### src/rtl/ibf_pkg.sv
// Shared constants, cell layout, FSM state encoding and the key hash used by
// both the IBF programming path and the peeling decoder.
// Hash: CRC-32 (poly 0x04C11DB7, init 0xFFFFFFFF, MSB-first over the key, no
// final XOR). h1 = crc[31:27], h2 = crc[26:22], sig = crc[26:19] (the SIG_W
// bits directly under the top of the CRC), h3 = crc[IDX_W-1:0].
package ibf_pkg;

    localparam int KEY_W    = 32;
    localparam int SIG_W    = 8;
    localparam int CNT_W    = 8;
    localparam int IDX_W    = 5;
    localparam int CELL_W   = KEY_W + SIG_W + CNT_W;
    localparam int IBF_SIZE = 2 ** IDX_W;

    // Cell field offsets: {key, sig, count}, key in the MSBs.
    localparam int CNT_LSB  = 0;
    localparam int SIG_LSB  = CNT_W;
    localparam int KEY_LSB  = CNT_W + SIG_W;

    localparam logic [31:0]      CRC_POLY = 32'h04C1_1DB7;
    localparam logic [31:0]      CRC_INIT = 32'hFFFF_FFFF;
    localparam logic [CNT_W-1:0] CNT_POS1 = {{(CNT_W-1){1'b0}}, 1'b1};
    localparam logic [CNT_W-1:0] CNT_NEG1 = {CNT_W{1'b1}};
    localparam logic [IDX_W-1:0] IDX_ONE  = {{(IDX_W-1){1'b0}}, 1'b1};
    localparam logic [IDX_W-1:0] IDX_LAST = {IDX_W{1'b1}};

    typedef enum logic [2:0] {
        ST_IDLE   = 3'd0,
        ST_SCAN   = 3'd1,
        ST_CHECK  = 3'd2,
        ST_EMIT   = 3'd3,
        ST_REM1   = 3'd4,
        ST_REM2   = 3'd5,
        ST_REM3   = 3'd6,
        ST_FINISH = 3'd7
    } state_t;

    typedef struct packed {
        logic [IDX_W-1:0] h1;
        logic [IDX_W-1:0] h2;
        logic [IDX_W-1:0] h3;
        logic [SIG_W-1:0] sig;
    } hash_t;

    function automatic hash_t ibf_hash(input logic [KEY_W-1:0] key);
        logic [31:0] crc;
        logic        fb;
        hash_t       h;
        crc = CRC_INIT;
        for (int i = KEY_W - 1; i >= 0; i--) begin
            fb  = crc[31] ^ key[i];
            crc = {crc[30:0], 1'b0} ^ (fb ? CRC_POLY : 32'h0000_0000);
        end
        h.h1  = crc[31 -: IDX_W];
        h.h2  = crc[31 - IDX_W -: IDX_W];
        h.sig = crc[31 - IDX_W -: SIG_W];
        h.h3  = crc[IDX_W-1:0];
        return h;
    endfunction

endpackage

### src/rtl/ibf_cell_hash.sv
// Combinational wrapper around ibf_hash; evaluates the key of the cell the
// decoder is currently looking at.
module ibf_cell_hash
    import ibf_pkg::*;
(
    input  logic [KEY_W-1:0] key,
    output hash_t            hash
);

    // Hash the presented key.
    always_comb begin
        hash = ibf_hash(key);
    end

endmodule

### src/rtl/ibf_peel_decoder.sv
// Difference-IBF peeling decoder. The host loads cells while idle, pulses
// start, drains recovered keys over a valid/ready port and reads the verdict.
// Optional feature macro: IBF_PEEL_STATS_EN adds peel_cnt / pass_cnt outputs.
module ibf_peel_decoder
    import ibf_pkg::*;
(
    input  logic              clk,
    input  logic              reset,
    input  logic              load_valid,
    input  logic [IDX_W-1:0]  load_addr,
    input  logic [CELL_W-1:0] load_cell,
    input  logic              start,
    output logic              key_valid,
    input  logic              key_ready,
    output logic [KEY_W-1:0]  key_out,
    output logic              key_side,
    output logic              busy,
    output logic              done,
    output logic              success
`ifdef IBF_PEEL_STATS_EN
    ,
    output logic [IDX_W:0]    peel_cnt,
    output logic [7:0]        pass_cnt
`endif
);

    state_t             state_r, state_s;
    logic [CELL_W-1:0]  cells_r [IBF_SIZE];
    logic [IDX_W-1:0]   ptr_r;
    logic               progress_r, nonzero_r;
    logic [KEY_W-1:0]   key_r;
    logic               side_r;
    logic [SIG_W-1:0]   sig_r;
    logic [IDX_W-1:0]   h1_r, h2_r, h3_r;
    logic               key_valid_r, busy_r, done_r, success_r;

    logic [IDX_W-1:0]   rd_addr_s;
    logic [CELL_W-1:0]  rd_cell_s;
    logic [KEY_W-1:0]   rd_key_s;
    logic [SIG_W-1:0]   rd_sig_s;
    logic [CNT_W-1:0]   rd_cnt_s;
    hash_t              hash_s;
    logic               cell_nz_s, pure_s, last_s, handshake_s;
    logic               wr_en_s;
    logic [IDX_W-1:0]   wr_addr_s;
    logic [CELL_W-1:0]  wr_data_s;

    assign rd_cell_s   = cells_r[rd_addr_s];
    assign rd_key_s    = rd_cell_s[KEY_LSB +: KEY_W];
    assign rd_sig_s    = rd_cell_s[SIG_LSB +: SIG_W];
    assign rd_cnt_s    = rd_cell_s[CNT_LSB +: CNT_W];
    assign cell_nz_s   = |rd_cell_s;
    assign last_s      = (ptr_r == IDX_LAST);
    assign handshake_s = key_valid_r & key_ready;

    ibf_cell_hash u_hash (
        .key  (rd_key_s),
        .hash (hash_s)
    );

    // A cell is pure when |count| is one, its signature matches its key and
    // the scan index is one of that key's own cells.
    always_comb begin
        pure_s = ((rd_cnt_s == CNT_POS1) || (rd_cnt_s == CNT_NEG1))
               && (rd_sig_s == hash_s.sig)
               && ((ptr_r == hash_s.h1) || (ptr_r == hash_s.h2) || (ptr_r == hash_s.h3));
    end

    // Single read port: scan pointer, or the hashed cell being removed.
    always_comb begin
        case (state_r)
            ST_REM1: rd_addr_s = h1_r;
            ST_REM2: rd_addr_s = h2_r;
            ST_REM3: rd_addr_s = h3_r;
            default: rd_addr_s = ptr_r;
        endcase
    end

    // Single write port: host loads while idle, read-modify-write during removal.
    always_comb begin
        wr_en_s   = 1'b0;
        wr_addr_s = rd_addr_s;
        wr_data_s = rd_cell_s;
        case (state_r)
            ST_IDLE: begin
                wr_en_s   = load_valid;
                wr_addr_s = load_addr;
                wr_data_s = load_cell;
            end
            ST_REM1, ST_REM2, ST_REM3: begin
                wr_en_s   = 1'b1;
                wr_addr_s = rd_addr_s;
                wr_data_s = {rd_key_s ^ key_r,
                             rd_sig_s ^ sig_r,
                             side_r ? (rd_cnt_s + CNT_POS1) : (rd_cnt_s - CNT_POS1)};
            end
            default: begin
                wr_en_s = 1'b0;
            end
        endcase
    end

    // Next-state logic of the peeling sequence.
    always_comb begin
        state_s = state_r;
        case (state_r)
            ST_IDLE: begin
                if (start) state_s = ST_SCAN;
                else       state_s = ST_IDLE;
            end
            ST_SCAN: begin
                if (pure_s)                    state_s = ST_CHECK;
                else if (last_s && !progress_r) state_s = ST_FINISH;
                else                           state_s = ST_SCAN;
            end
            ST_CHECK: state_s = ST_EMIT;
            ST_EMIT: begin
                if (handshake_s) state_s = ST_REM1;
                else             state_s = ST_EMIT;
            end
            ST_REM1:   state_s = ST_REM2;
            ST_REM2:   state_s = ST_REM3;
            ST_REM3:   state_s = ST_SCAN;
            ST_FINISH: state_s = ST_IDLE;
            default:   state_s = ST_IDLE;
        endcase
    end

    // FSM state register.
    always_ff @(posedge clk) begin
        if (reset) state_r <= ST_IDLE;
        else       state_r <= state_s;
    end

    // Cell array storage; cleared on reset so a stale decode cannot leak.
    always_ff @(posedge clk) begin
        if (reset) begin
            for (int i = 0; i < IBF_SIZE; i++) cells_r[i] <= {CELL_W{1'b0}};
        end else if (wr_en_s) begin
            cells_r[wr_addr_s] <= wr_data_s;
        end
    end

    // Scan pointer, pass flags, latched key/hash and registered host outputs.
    always_ff @(posedge clk) begin
        if (reset) begin
            ptr_r       <= {IDX_W{1'b0}};
            progress_r  <= 1'b0;
            nonzero_r   <= 1'b0;
            key_r       <= {KEY_W{1'b0}};
            side_r      <= 1'b0;
            sig_r       <= {SIG_W{1'b0}};
            h1_r        <= {IDX_W{1'b0}};
            h2_r        <= {IDX_W{1'b0}};
            h3_r        <= {IDX_W{1'b0}};
            key_valid_r <= 1'b0;
            busy_r      <= 1'b0;
            done_r      <= 1'b0;
            success_r   <= 1'b0;
        end else begin
            done_r <= 1'b0;
            case (state_r)
                ST_IDLE: begin
                    if (start) begin
                        busy_r     <= 1'b1;
                        success_r  <= 1'b0;
                        ptr_r      <= {IDX_W{1'b0}};
                        progress_r <= 1'b0;
                        nonzero_r  <= 1'b0;
                    end
                end
                ST_SCAN: begin
                    if (pure_s) begin
                        key_r     <= rd_key_s;
                        side_r    <= (rd_cnt_s == CNT_NEG1);
                        nonzero_r <= nonzero_r | cell_nz_s;
                    end else if (last_s && progress_r) begin
                        ptr_r      <= {IDX_W{1'b0}};
                        progress_r <= 1'b0;
                        nonzero_r  <= 1'b0;
                    end else if (last_s) begin
                        nonzero_r <= nonzero_r | cell_nz_s;
                    end else begin
                        ptr_r     <= ptr_r + IDX_ONE;
                        nonzero_r <= nonzero_r | cell_nz_s;
                    end
                end
                ST_CHECK: begin
                    h1_r        <= hash_s.h1;
                    h2_r        <= hash_s.h2;
                    h3_r        <= hash_s.h3;
                    sig_r       <= hash_s.sig;
                    key_valid_r <= 1'b1;
                end
                ST_EMIT: begin
                    if (handshake_s) key_valid_r <= 1'b0;
                end
                ST_REM3: begin
                    // The removal counts as progress; wrapping ends this pass
                    // and therefore starts a fresh one.
                    if (last_s) begin
                        ptr_r      <= {IDX_W{1'b0}};
                        progress_r <= 1'b0;
                        nonzero_r  <= 1'b0;
                    end else begin
                        ptr_r      <= ptr_r + IDX_ONE;
                        progress_r <= 1'b1;
                    end
                end
                ST_FINISH: begin
                    done_r    <= 1'b1;
                    busy_r    <= 1'b0;
                    success_r <= ~nonzero_r;
                end
                default: begin
                    key_valid_r <= 1'b0;
                end
            endcase
        end
    end

`ifdef IBF_PEEL_STATS_EN
    logic [IDX_W:0] peel_cnt_r;
    logic [7:0]     pass_cnt_r;
    logic           pass_end_s;

    // A pass ends when the scan leaves the last cell, either plainly or after a peel.
    always_comb begin
        pass_end_s = ((state_r == ST_SCAN) && !pure_s && last_s)
                   || ((state_r == ST_REM3) && last_s);
    end

    // Decode statistics: keys emitted and passes completed (saturating).
    always_ff @(posedge clk) begin
        if (reset) begin
            peel_cnt_r <= {(IDX_W+1){1'b0}};
            pass_cnt_r <= 8'd0;
        end else if ((state_r == ST_IDLE) && start) begin
            peel_cnt_r <= {(IDX_W+1){1'b0}};
            pass_cnt_r <= 8'd0;
        end else begin
            if ((state_r == ST_EMIT) && handshake_s) peel_cnt_r <= peel_cnt_r + {{IDX_W{1'b0}}, 1'b1};
            else                                    peel_cnt_r <= peel_cnt_r;
            if (pass_end_s && (pass_cnt_r != 8'hFF)) pass_cnt_r <= pass_cnt_r + 8'd1;
            else                                     pass_cnt_r <= pass_cnt_r;
        end
    end

    assign peel_cnt = peel_cnt_r;
    assign pass_cnt = pass_cnt_r;
`endif

    assign key_valid = key_valid_r;
    assign key_out   = key_r;
    assign key_side  = side_r;
    assign busy      = busy_r;
    assign done      = done_r;
    assign success   = success_r;

endmodule

### config.mk
export PLATFORM = sky130hd
export DESIGN_NAME = ibf_peel_decoder
export DESIGN_NICKNAME = d
export VERILOG_FILES = /design/src/rtl/ibf_pkg.sv /design/src/rtl/ibf_cell_hash.sv /design/src/rtl/ibf_peel_decoder.sv
export SDC_FILE = /design/constraint.sdc
export NUM_CORES = 2
export LEC_CHECK = 0
export CELL_PAD_IN_SITES_DETAIL_PLACEMENT = 1
export CELL_PAD_IN_SITES_GLOBAL_PLACEMENT = 2
export CORE_MARGIN = 2
export CORE_UTILIZATION = 39
export DETAILED_ROUTE_END_ITERATION = 7
export HOLD_SLACK_MARGIN = 0.1
export MAX_ROUTING_LAYER = met4
export PLACE_DENSITY_LB_ADDON = 0.15
export SYNTH_ARGS = -nofsm -noshare
export SYNTH_HDL_FRONTEND = slang
export SYNTH_SLANG_ARGS = --single-unit
### constraint.sdc
create_clock -name clk -period 12 [get_ports clk]
set_input_delay 1.2 -clock clk [delete_from_list [all_inputs] [get_ports clk]]
set_output_delay 1.2 -clock clk [all_outputs]
set_load 0.02 [all_outputs]
# Word-level counts from Yosys, hierarchy flattened

Memories as Yosys holds them, arrays and structs flattened.
Cells that the tools add are included.

$mul: 0
Add/subtract/negate cells: 3
Reduce and logical (&&, ||, !) cells: 21
Shift operators: 0
Multiplexer cells: 71
Equality and inequality tests: 20
Bitwise gates (word level): 69
Div/mod/pow operators: 0
$lt $le $gt $ge: 0

Operators with widths:

| kind                                                               | count |
|---|---|
| 32-bit bitwise XOR                                                 | 32 |
| 27-bit two-way mux                                                 | 32 |
| 48-bit case mux with 2 select lines                                | 1 |
| 48-bit OR reduction                                                | 2 |
| 48-bit two-way mux                                                 | 1 |
| 5-bit two-way mux                                                  | 7 |
| 31-bit inverter                                                    | 1 |
| 1-bit bitwise XOR                                                  | 31 |
| 5-bit case mux with 3 select lines                                 | 2 |
| 3-bit case mux with 8 select lines                                 | 1 |
| 1-bit two-way mux                                                  | 17 |
| 5-bit == test                                                      | 3 |
| 3-bit == test, second input constant                               | 4 |
| 2-bit inequality test, second input constant                       | 5 |
| 3-bit two-way mux                                                  | 3 |
| 1-bit case mux with 3 select lines                                 | 3 |
| 8-bit by 1-bit adder with 8-bit output, second input constant      | 1 |
| 8-bit by 1-bit == test with 1-bit output, second input constant    | 1 |
| 8-bit == test                                                      | 1 |
| 8-bit == test, second input constant                               | 1 |
| 8-bit two-way mux                                                  | 1 |
| 4-bit AND reduction                                                | 2 |
| 8-bit by 1-bit subtractor with 8-bit output, second input constant | 1 |
| 8-bit bitwise XOR                                                  | 1 |
| other kinds (19)                                                   | 30 |

Logic and storage cells: 199
Input bits: 58
Bits in read-only memories: 0
Flip-flop bits (word level): 70
Memories: 1
RAM bits: 1,536
Bits in latches: 0

Memory list:

| memory  | words | width | rd ports | clocked after memory_dff | wr ports | line                   | RTL |
|---|---|---|---|---|---|---|---|
| cells_r | 32    | 48    | 1        | 0                        | 32       | ibf_peel_decoder.sv:28 | `logic [CELL_W-1:0] cells_r [IBF_SIZE];` |

# Longest topological paths before layout

An unclocked memory read counts as a cell.

Word-level depth: 104
Gate-level depth with buffers: 38
Mapped depth without buffers: 21

# Modules after synthesis

Synthesis repeated with hierarchy kept, for this count alone.

Cell total of the unflattened synthesis: 6,987
Area, all modules: 74,929.4 sq um

Modules (own cells, without submodules):

| module           | seq. area each (sq um) | instances | area an instance (sq um) | cells an instance |
|---|---|---|---|---|
| ibf_peel_decoder | 47,525.6               | 1         | 72,813.6                 | 6,799 |
| ibf_cell_hash    | 0.0                    | 1         | 2,115.8                  | 188 |

# Least setup slack after synthesis

Ideal clock, no wire load.

Kind: register to register
Start: reg state_r[0]
End: reg key_r[12], in the netlist key_out[12]
Arrival time: 6.666 ns
Library setup time: 0.132 ns
Required time: 11.868 ns
Setup slack: 5.202 ns
Period minus slack after synthesis: 6.798 ns
Buffers on the path: 8
Cell stages (with the launch flop): 29
Path through: dfxtp_1 -> buf_4 -> a21bo_4 -> a222oi_1 -> buf_6 -> buf_6 -> buf_4 -> nand3_1 -> a21oi_1 -> o21ai_1 -> nor4_2 -> buf_4 -> ha_1 -> xnor2_1 -> xor3_1 -> xnor3_1 -> xnor3_2 -> xnor3_1 -> xnor2_1 -> nor2_1 -> nand4_1 -> nor3_1 -> nand3_2 -> or2_1 -> buf_2 -> buf_4 -> buf_2 -> nand2_1 -> a21oi_1

Word-level cells in the longest chain between the ends: 51

Ends and longest elaborated chain:

| what                                                     | line                         | RTL |
|---|---|---|
| start: declaration                                       | ibf_peel_decoder.sv:27       | `state_t state_r, state_s;` |
| start signal: assignment                                 | ibf_peel_decoder.sv:132      | `else state_r <= state_s;` |
| 3-bit == test                                            | ibf_peel_decoder.sv:71       | `case (state_r)` |
| 5-bit case mux with 3 select lines                       | ibf_peel_decoder.sv:71       |  |
| memory read 32 x 48 bit                                  | --                           |  |
| 1-bit bitwise XOR or 27-bit two-way mux (tied branches)  | ibf_pkg.sv:51, ibf_pkg.sv:52 |  |
| 27-bit two-way mux or 31-bit inverter (tied branches)    | --                           |  |
| 32-bit bitwise XOR (5 in a row)                          | ibf_pkg.sv:52                | `crc = {crc[30:0], 1'b0} ^ (fb ? CRC_POLY : 32'h0000_0000);` |
| 32-bit bitwise XOR or 1-bit bitwise XOR (tied branches)  | ibf_pkg.sv:52, ibf_pkg.sv:51 |  |
| 1-bit bitwise XOR or 27-bit two-way mux (tied branches)  | ibf_pkg.sv:51, ibf_pkg.sv:52 |  |
| [30 not listed]                                          | --                           |  |
| 32-bit bitwise XOR or 1-bit bitwise XOR (tied branches)  | ibf_pkg.sv:52, ibf_pkg.sv:51 |  |
| 1-bit bitwise XOR or 27-bit two-way mux (tied branches)  | ibf_pkg.sv:51, ibf_pkg.sv:52 |  |
| 27-bit two-way mux or 32-bit bitwise XOR (tied branches) | ibf_pkg.sv:52                |  |
| 32-bit bitwise XOR                                       | ibf_pkg.sv:52                |  |
| 5-bit == test                                            | ibf_peel_decoder.sv:66       | `&& ((ptr_r == hash_s.h1) \|\| (ptr_r == hash_s.h2) \|\| (ptr_r == hash_s.h3));` |
| 1-bit logical OR (2 in a row)                            | ibf_peel_decoder.sv:66       |  |
| 1-bit logical AND                                        | ibf_peel_decoder.sv:66       |  |
| 2-bit AND reduction (no source line)                     | --                           |  |
| end signal: assignment                                   | ibf_peel_decoder.sv:150      | `key_r <= {KEY_W{1'b0}};` |
| end signal: assignment                                   | ibf_peel_decoder.sv:174      | `key_r <= rd_key_s;` |
| end: declaration                                         | ibf_peel_decoder.sv:31       | `logic [KEY_W-1:0] key_r;` |

Parallel ways exist; a longest one is shown, timed or not.
A chain may end at the register's enable or synchronous reset.

# Final worst setup path

Start: reg state_r[2]
End: reg key_r[11], in the netlist key_out[11]

The elaborated chain is that of the path after synthesis.

==> results.cfg <==
[outcome]
outcome = finished, final reports clean

[finish]
layout.nets = 6991
nFillCells = 20700
drive_gt1_frac = 0.0937
area_growth_pct = 13.4
fin_cells = 9598

[routing]
vias = 59000
firstDrtPassIters = 6
via_per_inst = 6.14
drt_iter0_markers = 6817
post_drt_wl_per_cell_um = 34.9
routed_wl_mm = 335
drc_errors = 0
antenna_left = 0

[clock_network]
hold_buffers = 0
h-tree-depth = 4
clock_path_buffers = 3
cts-buffers-inserted = 183
clk_pin_slew_ns = 0.06
cts_tree = yes
insertion_delay_ns = 0.87
postCtsSetupBuffers = 0
clock-sinks = 1601
cts_root_buf = clkbuf_16
cts_resized = 0

[floorplanning]
die_h_um = 444
initial_core_util = 0.392
rows = 161
io_pins = 95
core_um2 = 192000
die_area_um2 = 197000
die_w_um = 444

[grt]
grt_pass1_vias = 57800
grt_max_degree = 107
grt.overflow.total = 0
grt_use_total = 0.345
antenna_found_initial = 5
grt_pass1_wl_mm = 464

[critical_path]
crit_path_end_kind = flop
timing.rr.start = state_r[2]
startpoint = state_r[2]
worst_ep_required_time_ns = 12.78
regToRegEndpoint = key_out[11]
r2r_cells = 23
crit_slowest_cell = nor4_4
endpoint = key_out[11]
crit_buf_inv = 2
critical_path_class = flop to flop
crit_chain = nor4bb_1 -> a221o_4 -> buf_4 -> mux2i_1 -> a22oi_1 -> o211ai_1 -> nand2_1 -> nor4_4 -> ha_1 -> xnor2_2 -> xnor2_4 -> xor2_1 -> xor3_2 -> xor2_4 -> xnor2_1 -> xnor3_1 -> a21oi_1 -> a311o_1 -> nand3_2 -> or2_2 -> buf_4 -> mux2_1 -> nor2_1
path_depth = 23
critPathMaxStageDelay_ns = 0.97
cp_top_family = simple AND/OR/NAND/NOR gates
startpoint_type = flop
cp.arrival_ns = 10.79
crit_fanout = 48
rrSetupSlack_ns = 1.99
worst_path_most_repeated_cell = buf_4

[yosys]
synth_common_cells = 1637 x nor2_1, 1536 x edfxtp_1, 1278 x nand2_1
synth_area_leaders = edfxtp_1 61%, nor2_1 8.2%, nand2_1 6.4%
synth_cell_types = 93
synth_top_cell_area_share = 0.612
synth_top_flop_cell = edfxtp_1
synth.most_common_cell = nor2_1
async_reset_ff_frac = 0
netlist_area_um2 = 75300
syn_avg_cell_area_um2 = 10.6
synth_seq_cells = 1601
ys_seq_area_frac = 0.629
yosys.area.top_type = edfxtp_1
synth_edf_count = 1536
yosysWarnings = 0
synth_fp_nets = 7143
syn_inst = 7076

[timing]
fin_ws_ns = 1.99
relSlewSlack = 0.0616
drv_slew = 0
fin_skew_ns = 0.0331
rsz0062_at_grt = false
hold_viol = 0
max_freq_mhz = 99.9
worst_slew_pin_slew_ns = 1.40
fin_crit_ns = 10.01
post-route-period-util = 0.834
setup_viol = 0
setup_tns_ns = 0
holdWs_ns = 0.469

[min_path]
hold_path.class = flop to flop

[place]
io_buffers = 94
dp_hpwl_mm = 189
place_ws_ns = 2.19
place_inst = 9265
place_congestion = 0.884

[job]
maxCapViolCount = 0

[power_and_ir_drop]
p_leak_nw = 30.9
vdd_drop_max_mv = 0.401
power.density_nw_per_um2 = 187
==> worst min-delay path by stage <==
stage	depth (start not counted)	slack, ns	startpoint	endpoint
floorplan	2	0.43	h3_r[2]	h3_r[2]
global placement	2	0.44	busy	busy
detailed placement	2	0.47	busy	busy
CTS	2	0.47	busy	busy
global route	2	0.50	sig_r[0]	sig_r[0]
finish	2	0.47	busy	busy
==> tightest hold or removal path, delay by kind of cell (launching register included) <==
kind	cells	cell delay, ns
flops	1	0.31
compound gates	1	0.06
simple gates	1	0.06
==> logic make-up (layout without fill, tap and decap cells) <==
kind of cell	after synthesis	after routing	share of synthesized area
buffers and inverters	690	681	0.0404
muxes	170	170	0.0227
DFF	1601	1601	0.629
AOI/OAI and AO/OA	621	621	0.0607
xor gates and xnor gates	249	249	0.0387
and+or+nand+nor	3736	3736	0.207
other	0	5	0
adders and majority gates	9	9	0.00149
==> area by class of cell <==
type / count / area (um2) / area share
Tap cell: 2526 / 3160 / 0.0370
Inverter: 28 / 105 / 0.00123
Antenna cell: 5 / 12.5 / 0.000146
Timing Repair Buffer: 325 / 2770 / 0.0324
Multi-Input combinational cell: 4785 / 26300 / 0.307
Clock buffer: 230 / 4860 / 0.0569
Clock inverter: 98 / 880 / 0.0103
Sequential cell: 1601 / 47400 / 0.555
==> layer usage <==
layer	part of all wire	global-route usage
met1	0.41	0.453
met2	0.46	0.543
met3	0.082	0.0526
met4	0.043	0.128
met5	0	-
==> state kept, by name, indices dropped and copies added, names as in the netlist <==
register / flops
nonzero_r: 1
cells_r: 1536
success: 1
key_out: 32
key_valid: 1
state_r: 3
busy: 1
key_side: 1
sig_r: 8
progress_r: 1
h1_r: 5
ptr_r: 5
done: 1
h3_r: 5
==> through the flow <==
| stage | utilization | cell area [um2] | total power [W] |
|---|---|---|---|
| 2_1_floorplan | - | 75300 | 0.00947 |
| 3_3_place_gp | 0.415 | 79700 | 0.0105 |
| 3_5_place_dp | 0.415 | 79700 | 0.0105 |
| 4_1_cts | 0.445 | 85500 | 0.0160 |
| 5_1_grt | 0.445 | 85500 | 0.0165 |
| 6_report | 0.445 | 85500 | 0.0160 |
==> cell usage in the layout (no fill, tap or decap), types with 14 or more instances in the layout <==
cell type,instances
nor2_1,1632
edfxtp_1,1536
nand2_1,1244
nand3_1,501
buf_4,224
clkbuf_16,188
mux2i_1,159
xnor2_1,153
and3_1,120
a21oi_1,117
a311oi_1,107
clkdlybuf4s50_1,93
a31oi_1,74
a211oi_1,66
dfxtp_1,65
clkinv_1,46
nor2b_1,42
a221oi_4,42
clkbuf_1,42
a22oi_1,37
xor2_1,37
nand2_4,33
nand2b_4,32
xnor3_1,32
o21ai_0,31
nor3_1,29
inv_1,28
a32oi_1,28
clkinv_2,20
nand4_1,19
or3_1,18
bufinv_16,14
==> report_power, final <==
group,internal [W],switching [W],leakage [nW]
Combinational,0.00176,0.00229,11.7
Sequential,0.00631,0.0000577,16.4
Clock,0.00316,0.00241,2.80
Total,0.0112,0.00476,30.9
Note: power is estimated with default switching activity, not from simulation.
